File: src/rtl/rob_ctrl_pkg.sv
// Shared types for the reorder-buffer control slice.
// Register-file descriptor, ROB entry layout and default depth.
package rob_ctrl_pkg;

    localparam int ROB_DEPTH_DEF = 16;

    typedef enum logic [1:0] {
        TYPE_NONE,
        TYPE_GPR,
        TYPE_FPR,
        TYPE_CSR
    } RegType_t;

    typedef struct packed {
        RegType_t   rtype;
        logic [4:0] idx;
    } RegFile_t;

    typedef struct packed {
        logic     valid;
        logic     done;
        logic     exp;
        RegFile_t rd;
    } RobEntry_t;

endpackage

File: src/rtl/rob_ctrl_if.sv
// Decode / execute / commit bundle between the pipeline and the ROB.
// master = pipeline side, slave = ROB side.
interface rob_ctrl_if
    import rob_ctrl_pkg::*;
#(
    parameter  int ROB_DEPTH = ROB_DEPTH_DEF,
    localparam int ROB       = $clog2(ROB_DEPTH)
);

    logic           dec_e_;
    logic           dec_invalid;
    RegFile_t       dec_rd;
    logic [ROB-1:0] dec_rob_id;
    logic           rob_full;

    logic           exe_e_;
    logic [ROB-1:0] exe_rob_id;
    logic           exe_exp;

    logic           commit_e_;
    logic [ROB-1:0] com_rob_id;
    RegFile_t       com_rd;
    logic           flush_;

    modport master (
        output dec_e_, dec_invalid, dec_rd,
        output exe_e_, exe_rob_id, exe_exp,
        input  dec_rob_id, rob_full,
        input  commit_e_, com_rob_id, com_rd, flush_
    );

    modport slave (
        input  dec_e_, dec_invalid, dec_rd,
        input  exe_e_, exe_rob_id, exe_exp,
        output dec_rob_id, rob_full,
        output commit_e_, com_rob_id, com_rd, flush_
    );

endinterface

File: src/rtl/rob_ptr.sv
// Wrap-bit pointer for ROB head/tail.
// Clear has priority over increment.
module rob_ptr #(
    parameter int W = 4
) (
    input  logic       clk,
    input  logic       reset_,
    input  logic       inc_,
    input  logic       clr_,
    output logic [W:0] ptr
);

    always_ff @(posedge clk or negedge reset_) begin
        if (!reset_) begin
            ptr <= '0;
        end else if (!clr_) begin
            ptr <= '0;
        end else if (!inc_) begin
            ptr <= ptr + (W+1)'(1);
        end
    end

endmodule

File: src/rtl/rob_ctrl.sv
// In-order reorder-buffer control: allocate at tail, complete
// out of order, retire at head, flush on a faulting head entry.
module rob_ctrl
    import rob_ctrl_pkg::*;
#(
    parameter  int ROB_DEPTH = ROB_DEPTH_DEF,
    localparam int ROB       = $clog2(ROB_DEPTH)
) (
    input  logic       clk,
    input  logic       reset_,
    rob_ctrl_if.slave  rob
);

    typedef struct packed {
        logic           wrap;
        logic [ROB-1:0] idx;
    } RobPtr_t;

    RobEntry_t ent [ROB_DEPTH];
    RobEntry_t hd;
    RobPtr_t   head;
    RobPtr_t   tail;

    logic flush_q;
    logic full;
    logic full_w;
    logic alloc;
    logic commit;
    logic exc;
    logic cpl;

    assign hd     = ent[head.idx];
    assign full   = (head.idx == tail.idx) && (head.wrap != tail.wrap);
    assign full_w = full | ~flush_q;

    assign alloc  = ~rob.dec_e_ & ~full_w;
    assign commit = hd.valid & hd.done & ~hd.exp & flush_q;
    assign exc    = hd.valid & hd.done & hd.exp & flush_q;
    assign cpl    = ~rob.exe_e_ & flush_q & ent[rob.exe_rob_id].valid;

    rob_ptr #(.W(ROB)) u_head (
        .clk    (clk),
        .reset_ (reset_),
        .inc_   (~commit),
        .clr_   (~exc),
        .ptr    (head)
    );

    rob_ptr #(.W(ROB)) u_tail (
        .clk    (clk),
        .reset_ (reset_),
        .inc_   (~alloc),
        .clr_   (~exc),
        .ptr    (tail)
    );

    always_ff @(posedge clk or negedge reset_) begin
        if (!reset_) begin
            flush_q <= 1'b1;
            for (int i = 0; i < ROB_DEPTH; i++) begin
                ent[i] <= '0;
            end
        end else begin
            flush_q <= ~exc;
            if (exc) begin
                for (int i = 0; i < ROB_DEPTH; i++) begin
                    ent[i].valid <= 1'b0;
                    ent[i].done  <= 1'b0;
                    ent[i].exp   <= 1'b0;
                end
            end else begin
                if (cpl) begin
                    ent[rob.exe_rob_id].done <= 1'b1;
                    ent[rob.exe_rob_id].exp  <= rob.exe_exp;
                end
                if (commit) begin
                    ent[head.idx].valid <= 1'b0;
                end
                // Illegal instructions enter already done+faulting
                if (alloc) begin
                    ent[tail.idx].valid <= 1'b1;
                    ent[tail.idx].done  <= rob.dec_invalid;
                    ent[tail.idx].exp   <= rob.dec_invalid;
                    ent[tail.idx].rd    <= rob.dec_rd;
                end
            end
        end
    end

    assign rob.dec_rob_id = tail.idx;
    assign rob.rob_full   = full_w;
    assign rob.commit_e_  = ~commit;
    assign rob.com_rob_id = head.idx;
    assign rob.com_rd     = hd.rd;
    assign rob.flush_     = flush_q;

endmodule
File: src/flat_wrapper.sv
// flat-port wrapper written by rule: the top's interface ports become plain ports
module rob_ctrl_flat import rob_ctrl_pkg::*;
#(
    parameter  int ROB_DEPTH = ROB_DEPTH_DEF,
    localparam int ROB       = $clog2(ROB_DEPTH)
)
  (clk, reset_, rob_dec_e_, rob_dec_invalid, rob_dec_rd, rob_exe_e_, rob_exe_rob_id, rob_exe_exp, rob_dec_rob_id, rob_rob_full, rob_commit_e_, rob_com_rob_id, rob_com_rd, rob_flush_);
  rob_ctrl_if #(.ROB_DEPTH(ROB_DEPTH)) rob_i ();
  input  logic clk;
  input  logic reset_;
  input wire logic [$bits(rob_i.dec_e_)-1:0] rob_dec_e_;
  input wire logic [$bits(rob_i.dec_invalid)-1:0] rob_dec_invalid;
  input wire logic [$bits(rob_i.dec_rd)-1:0] rob_dec_rd;
  input wire logic [$bits(rob_i.exe_e_)-1:0] rob_exe_e_;
  input wire logic [$bits(rob_i.exe_rob_id)-1:0] rob_exe_rob_id;
  input wire logic [$bits(rob_i.exe_exp)-1:0] rob_exe_exp;
  output wire logic [$bits(rob_i.dec_rob_id)-1:0] rob_dec_rob_id;
  output wire logic [$bits(rob_i.rob_full)-1:0] rob_rob_full;
  output wire logic [$bits(rob_i.commit_e_)-1:0] rob_commit_e_;
  output wire logic [$bits(rob_i.com_rob_id)-1:0] rob_com_rob_id;
  output wire logic [$bits(rob_i.com_rd)-1:0] rob_com_rd;
  output wire logic [$bits(rob_i.flush_)-1:0] rob_flush_;
  assign rob_i.dec_e_ = rob_dec_e_;
  assign rob_i.dec_invalid = rob_dec_invalid;
  assign rob_i.dec_rd = rob_dec_rd;
  assign rob_i.exe_e_ = rob_exe_e_;
  assign rob_i.exe_rob_id = rob_exe_rob_id;
  assign rob_i.exe_exp = rob_exe_exp;
  assign rob_dec_rob_id = rob_i.dec_rob_id;
  assign rob_rob_full = rob_i.rob_full;
  assign rob_commit_e_ = rob_i.commit_e_;
  assign rob_com_rob_id = rob_i.com_rob_id;
  assign rob_com_rd = rob_i.com_rd;
  assign rob_flush_ = rob_i.flush_;
  rob_ctrl #(.ROB_DEPTH(ROB_DEPTH)) u_core (.clk(clk), .reset_(reset_), .rob(rob_i));
endmodule
File: config.mk
export PLATFORM = sky130hd
export DESIGN_NAME = rob_ctrl_flat
export DESIGN_NICKNAME = d
export VERILOG_FILES = /design/src/rtl/rob_ctrl_pkg.sv /design/src/rtl/rob_ctrl_if.sv /design/src/rtl/rob_ptr.sv /design/src/rtl/rob_ctrl.sv /design/src/flat_wrapper.sv
export SDC_FILE = /design/constraint.sdc
export NUM_CORES = 1
export LEC_CHECK = 0
export CAP_MARGIN = 5
export CORE_MARGIN = 1
export CORE_UTILIZATION = 50
export CTS_CLUSTER_DIAMETER = 40
export CTS_CLUSTER_SIZE = 24
export DETAILED_ROUTE_END_ITERATION = 10
export HOLD_SLACK_MARGIN = 0.03
export PLACE_DENSITY = 0.68
export SLEW_MARGIN = 10
export SYNTH_ARGS = -nofsm -noshare
export SYNTH_HDL_FRONTEND = slang
export SYNTH_SLANG_ARGS = --single-unit
File: constraint.sdc
create_clock -name clk -period 3 [get_ports clk]
set_clock_uncertainty 0.05 [all_clocks]
set_input_delay 0.45 -clock clk [delete_from_list [all_inputs] [get_ports clk]]
set_output_delay 0.45 -clock clk [all_outputs]
set_load 0.02 [all_outputs]
==> results by group, run 1 <==
Outcome
  – Status: finished, final reports clean

Finish
  – Synthesis-to-finish area growth: 18.0%
  – Nets@finish: ~760
  – Share of layout cells above drive strength 1: a little under two fifths
  – ANT cells: 0
  – Fillers: 1330

Global routing
  – Initial antenna violation count: 0
  – GR peak layer: met2
  – Largest net degree at the start of global routing: 81
  – First-pass GRT wire length: around 37000 um
  – Vias in the first global route: approximately 6500
  – Grt met3 use: under 10%
  – Total track usage: approximately 28%
  – Met1 GRT Util: a little under two fifths
  – Congestion Overflow GR: 0
  – Grt met2 use: a little under half

STA
  – Fmax: between 0.3 and 0.4 GHz
  – Slew HR: 49.8%
  – RSZ-0062 raised after global routing: yes
  – Period utilisation layout: between 90% and 100%
  – Final setup fails: 0
  – Final Hold Viols: 0
  – Slew Viols, Final: 0
  – Setup TNS: 0 ps
  – Slew @ Worst Pin: 753 ps
  – Minimum clock period: roughly 3000 ps
  – Worst Setup Slack, final: 48.4 ps

Setup path
  – FF-to-FF setup slack: about 110 ps
  – Crit path max fanout: 7
  – Crit end category: output pin
  – FF-to-FF path depth: 11
  – CP Launch Type: flip-flop
  – Critical Path AT: 2450 ps
  – RR Endpoint: u_core.ent[101]
  – Worst reg2reg startpoint: u_core.u_head.ptr[1]
  – WP data required: approximately 2500 ps
  – Crit path kind: flip-flop to output pin

Die
  – Core box area: around 17000 um2
  – Core Rows: 47
  – Initial Util: between 50 and 60%
  – Die area: 17900 um2
  – Chip Width: around 130 um
  – Die Ht: between 100 and 150 um
  – Top Ports: 35

Synthesis
  – Area contributors post-synth: dfrtp_1, mux2_2, mux4_2, mux2i_1, a21oi_1
  – Count leader, synth: dfrtp_1
  – Primary FF master, synth: dfrtp_1
  – Post-synthesis xor/xnor area fraction: less than 1%
  – Top cells by count, synth: dfrtp_1, mux2_2, mux4_2
  – Synth cell types: between 40 and 50
  – Async set-reset flop share out of synthesis: 100%
  – Synth top area share: 48.9%
  – Cell taking the most area after synthesis: dfrtp_1
  – Fraction of synthesized area in multiplexers: 29.8%
  – Syn. warnings: 0
  – Syn nets: roughly 710
  – Largest family of logic cells by synthesized area: multiplexers
  – Post-Syn Instances: slightly below 700
  – Seq/Total Area, Yosys: 49.2%
  – Syn_area_per_cell: 12.8 um2
  – Post-Synthesis Cell Area: slightly below 9000 um2
  – Post-synthesis compound-gate area fraction: approximately 7.3%
  – Number of synthesized flops with an enable pin: 0
  – Simple-Gate Fraction of Synth Area: about 8%
  – Register bit count reported by yosys: ~170
  – Synth Area in Adders: 1.15%

Drt
  – Wire per inst: approximately 24 um
  – DRT iter0 DRCs: about 400
  – Final ANT Viol Nets: 0
  – Routed wire length: 23000 um
  – Vias post-DR: 6040
  – Pre-Repair DR Iteration Count: 7
  – Vias per cell: approximately 6.2
  – DR DRC count: 0

Place
  – Buffers on Ports: 34
  – Post-DP HPWL: between 15000 and 20000 um
  – Routability congestion estimate: roughly 0.89
  – Setup Slack @ Placement: about 68 ps

Clock tree
  – Htree depth: 4
  – Clock Root Buffer: clkbuf_16
  – CTS sink cnt: about 170
  – Clock Latency Late Sink: 430 ps
  – Max Root-Sink Buffers: 2
  – CTS tree: yes
  – Num CTS Buffers: 17
  – Clock slew at reported path FFs: ~70 ps

Run
  – MaxCap Viol Count: 0

Power
  – P_leak: around 0.0044 uW
  – Pwr dens: between 1000 and 1500 nW/um2
  – Peak VDD IR: roughly 0.00063 V

Hold path
  – HP Class: input pin to async pin
layout make-up:
type	count	area (um2)	area share, %
multi-input cells	450	4150	40.4
flip-flops and latches	171	4280	41.7
repair buffers	92	902	8.78
clock buffers	20	467	4.54
well taps	220	275	2.68
inverters	7	26.3	0.256
clock inverters	12	173	1.68
routing by layer:
metal	wire, um	vias to the layer above
met5	0	-
met4	464	0
met3	1160	37
met2	11500	175
met1	9940	3201
li1	-	2627
worst max-delay path by stage:
stage / start / to / slack, ps
global placement: u_core.u_head.ptr[1] / rob_commit_e_ / 100
detailed placement: u_core.u_head.ptr[1] / rob_commit_e_ / 70
floorplan: u_core.u_head.ptr[0] / rob_com_rd[0] / 190
global route: u_core.u_head.ptr[1] / rob_commit_e_ / -20
CTS: u_core.u_head.ptr[0] / rob_com_rd[5] / -4
finish: u_core.u_head.ptr[0] / rob_com_rd[0] / 50
critical path, stage by stage, from the launching register on:
cell and delay [ps]:
dfrtp_2 380, buf_12 140, clkbuf_16 160, mux4_2 500
mux4_2 490, dlygate4sd2_1 340
cells by family after synthesis:
logic type                 Yosys count
adders and majority gates            8
AOI/OAI and AO/OA                  103
buffers and inverters               61
muxes                              190
DFF                                171
and+or+nand+nor                    140
xor gates and xnor gates             9
per-stage QoR:
| stage | total power (uW) | util, % | area, um2 | std cells | hold WS [ps] |
|---|---|---|---|---|---|
| global route | 12100 | 61.1 | 10300 | 972 | 63.5 |
| floorplan | 7330 | - | 8710 | 682 | 104 |
| CTS | 11400 | 60.7 | 10200 | 969 | 48.9 |
| finish | 11500 | 61.1 | 10300 | 972 | 4.30 |
| detailed placement | 8880 | 56.2 | 9460 | 930 | 442 |
| global placement | 8660 | 56.2 | 9460 | 930 | 433 |
flip-flops by register name (all words and copies together), names as in the netlist:
signal / cells
u_core.u_head.ptr: 5
u_core.rob.flush_: 1
u_core.u_tail.ptr: 5
u_core.ent: 160
layout by cell type, fill, tap and decap left out, types with 7 or more instances in the layout:
master | netlist | layout
clkbuf_16 | 0 | 18
mux2i_1 | 31 | 31
clkdlybuf4s50_1 | 0 | 25
nor2_2 | 11 | 11
nand2_1 | 26 | 26
a21oi_1 | 42 | 42
nand3_1 | 19 | 18
ha_1 | 8 | 8
mux2_2 | 115 | 114
nor2_1 | 43 | 43
dfrtp_1 | 170 | 168
buf_12 | 0 | 7
nor2b_1 | 9 | 9
mux4_2 | 44 | 44
o22ai_1 | 15 | 15
a311oi_1 | 8 | 8
o21ai_0 | 15 | 15
buf_4 | 9 | 49
what timing repair did:
item,4_1_cts,5_1_grt
endpoints found under the hold margin,0,0
hold buffers,0,0
resized for setup,26,9
setup endpoints to repair,9,7
buffers inserted,5,2
pin swaps,1,1
cloned,2,1
where the power goes:
group / leakage, uW / switching, uW / internal [uW]
combinational: 0.00188 / 2490 / 2630
clock: 0.000312 / 973 / 1400
sequential: 0.00218 / 699 / 3320
total: 0.00437 / 4170 / 7360
Power figures use the tool's default switching activity.
==> run 2, diff against run 1 <==
--- a/config.mk
+++ b/config.mk
@@ -12,7 +12,7 @@
 export CTS_CLUSTER_SIZE = 24
 export DETAILED_ROUTE_END_ITERATION = 10
 export HOLD_SLACK_MARGIN = 0.03
-export PLACE_DENSITY = 0.68
+export PLACE_DENSITY = 0.76
 export SLEW_MARGIN = 10
 export SYNTH_ARGS = -nofsm -noshare
 export SYNTH_HDL_FRONTEND = slang
==> run 2 against run 1 <==
- total power shrank 1.6%
- via count grew 0.53%
- critical path depth is the same
- die area is the same
- count of clock-buffer cells in the layout shrank 1
- routed wire length shrank 5.4%
- combinational power shrank 2%
- fmax shrank 0.37%
- final cell count shrank 1.1%
- global-route usage shrank 1.7 points
- non-clock buffer count shrank 11
- critical endpoint unchanged
==> results by group, run 2 (synthesized netlist as in run 1, its figures left out) <==
Outcome
  – Status: finished, final reports clean (unchanged)

Global routing
  – Congestion Overflow GR: 0 (unchanged)
  – Largest net degree at the start of global routing: 73 (was 81)
  – Total track usage: 26.1% (was 27.8%)
  – Initial antenna violation count: 0 (unchanged)
  – Vias in the first global route: 6137 (was 6456)
  – First-pass GRT wire length: 34800 um (was 37000 um)

Power
  – Pwr dens: 1120 nW/um2 (about the same)
  – Peak VDD IR: 0.000563 V (was 0.000626 V)
  – P_leak: 0.00430 uW (was 0.00437 uW)

Clock tree
  – Clock Root Buffer: clkbuf_16 (unchanged)
  – Max Root-Sink Buffers: 2 (unchanged)
  – Htree depth: 4 (unchanged)
  – CTS sink cnt: 171 (unchanged)
  – Num CTS Buffers: 17 (unchanged)
  – Clock Latency Late Sink: 440 ps (was 430 ps)
  – Clock slew at reported path FFs: 70 ps (about the same)
  – CTS tree: yes (unchanged)

Setup path
  – CP Launch Type: flip-flop (unchanged)
  – FF-to-FF setup slack: 90 ps (was 110 ps)
  – Crit end category: output pin (unchanged)
  – FF-to-FF path depth: 7 (was 11)
  – WP data required: 2500 ps (about the same)
  – Crit path kind: flip-flop to output pin (unchanged)
  – Crit path max fanout: 10 (was 7)
  – RR Endpoint: u_core.ent[113] (was u_core.ent[101])
  – Critical Path AT: 2460 ps (was 2450 ps)
  – Worst reg2reg startpoint: u_core.u_head.ptr[0] (was u_core.u_head.ptr[1])

STA
  – Period utilisation layout: 98.7% (was 98.4%)
  – Final setup fails: 0 (unchanged)
  – Worst hold slack: 457 ps (was 4.30 ps)
  – Final Hold Viols: 0 (unchanged)
  – Fmax: 0.338 GHz (was 0.339 GHz)
  – Slew Viols, Final: 0 (unchanged)
  – Setup TNS: 0 ps (unchanged)
  – Slew @ Worst Pin: 745 ps (was 753 ps)
  – Slew HR: 50.2% (was 49.8%)
  – RSZ-0062 raised after global routing: yes (unchanged)
  – Minimum clock period: 2960 ps (was 2950 ps)

Hold path
  – WHS Endpoint: u_core.ent[13]
  – HP Class: flip-flop to flip-flop (was input pin to async pin)
  – Hold depth: 1
  – Min-delay src: u_core.ent[13]

Drt
  – Vias post-DR: 6072 (was 6040)
  – Wire length on met3: 1610 um (was 1160 um)
  – Pre-Repair DR Iteration Count: 5 (was 7)
  – DR WL met2: 10600 um (was 11500 um)
  – DR DRC count: 0 (unchanged)
  – Vias per cell: 6.32 (was 6.21)
  – Met1 Wirelength: 9100 um (was 9940 um)
  – Wire per inst: 22.7 um (was 23.7 um)
  – Final ANT Viol Nets: 0 (unchanged)
  – DRT iter0 DRCs: 586 (was 401)
  – Highest Signal Layer: met4 (unchanged)
  – Routed wire length: 21800 um (was 23000 um)

Finish
  – Fillers: 1303 (was 1330)
  – ANT cells: 0 (unchanged)
  – Synthesis-to-finish area growth: 16.5% (was 18.0%)
  – Regs by FF count: u_core.ent: 160 flops, u_core.u_head.ptr: 5 flops, u_core.u_tail.ptr: 5 flops (unchanged)
  – Nets@finish: 753 (was 764)
  – Register Area: 4290 um2 (was 4280 um2)
  – Commonest non-fill, non-tap cell in the layout: dfrtp_1 (unchanged)
  – Util after Layout: 60.3% (was 61.1%)
  – Register bank with the most flops: u_core.ent (unchanged)
  – Largest register FFs: 160 (unchanged)
  – Share of layout cells above drive strength 1: 36.7% (was 37.2%)
  – Most frequent cells in the layout: dfrtp_1, mux2_2, mux4_2 (was dfrtp_1, mux2_2, buf_4)
  – Multi-input logic area: 4160 um2 (was 4150 um2)
  – Finished Layout Cells: 961 (was 972)

Die
  – Core box area: 16800 um2 (unchanged)
  – Die Ht: 134 um (unchanged)
  – Chip Width: 134 um (unchanged)
  – Top Ports: 35 (unchanged)
  – Initial Util: 51.8% (unchanged)
  – Die area: 17900 um2 (unchanged)
  – Core Rows: 47 (unchanged)

Place
  – Buffers on Ports: 34 (unchanged)
  – Placed Instances: 917 (was 930)
  – Routability congestion estimate: 0.933 (was 0.895)
  – Post-DP HPWL: 14700 um (was 15500 um)

Run
  – MaxCap Viol Count: 0 (unchanged)
-- run 2: cell types whose count changed in the layout (fill, tap and decap cells not counted), sizes merged, moves of 2 or more --
cell,change
buf,-11
clkbuf,+2
clkdlybuf4s15,-2
clkinv,-2
dlygate4sd2,-2
inv,+5
-- run 2: worst max-delay path by stage --
stage                                     from               to  cells past startpoint
final                     u_core.u_head.ptr[0]    rob_com_rd[0]                      5
after CTS                 u_core.u_head.ptr[0]    rob_com_rd[5]                      4
after floorplan           u_core.u_head.ptr[0]    rob_com_rd[0]                      4
after global routing      u_core.u_head.ptr[0]    rob_com_rd[0]                      5
after global placement    u_core.u_head.ptr[0]    rob_com_rd[0]                      4
after detailed placement  u_core.u_head.ptr[1]  u_core.ent[113]                      8
-- run 2: layer usage --
layer / up-vias / global-route usage [%]
met5: - / 0
met4: 0 / 8.08
met3: 46 / 5.63
met2: 277 / 41.1
met1: 3139 / 36.4
li1: 2610 / -
-- run 2: layout make-up --
class | instances | share of cell area (%)
flip-flops and latches | 171 | 42.3
multi-input cells | 450 | 41.0
repair buffers | 81 | 7.72
clock buffers | 19 | 4.37
well taps | 220 | 2.71
clock inverters | 13 | 1.62
inverters | 7 | 0.259
-- run 2: timing repair --
| action | CTS | global route |
|---|---|---|
| pin swaps | 1 | 3 |
| hold endpoints to repair | 66 | 0 |
| setup endpoints to repair | 15 | 28 |
| setup buffers | 6 | 5 |
| gates resized for setup | 32 | 11 |
| hold buffers | 1 | 0 |
-- run 2: critical path, cell delays in order (launching register included) --
cell,delay [ps]
dfrtp_4,540
buf_12,190
buf_12,110
mux4_2,490
mux4_2,500
buf_2,180
-- run 2: through the flow --
step,setup slack [ps],cell area (um2),power (uW)
after detailed placement,-6.02,9380,8840
final,37.5,10100,11300
after global placement,5.89,9380,8630
after global routing,-16.8,10100,11900
after CTS,-15.8,10100,11200
after floorplan,190,8710,7330
-- run 2: report_power, final --
part           total [uW]  leakage [uW]  switching [uW]  internal [uW]
Sequential           4020       0.00218             693           3330
Clock                2300      0.000301            1010           1290
Combinational        5020       0.00182            2450           2570
Total               11300       0.00430            4150           7190
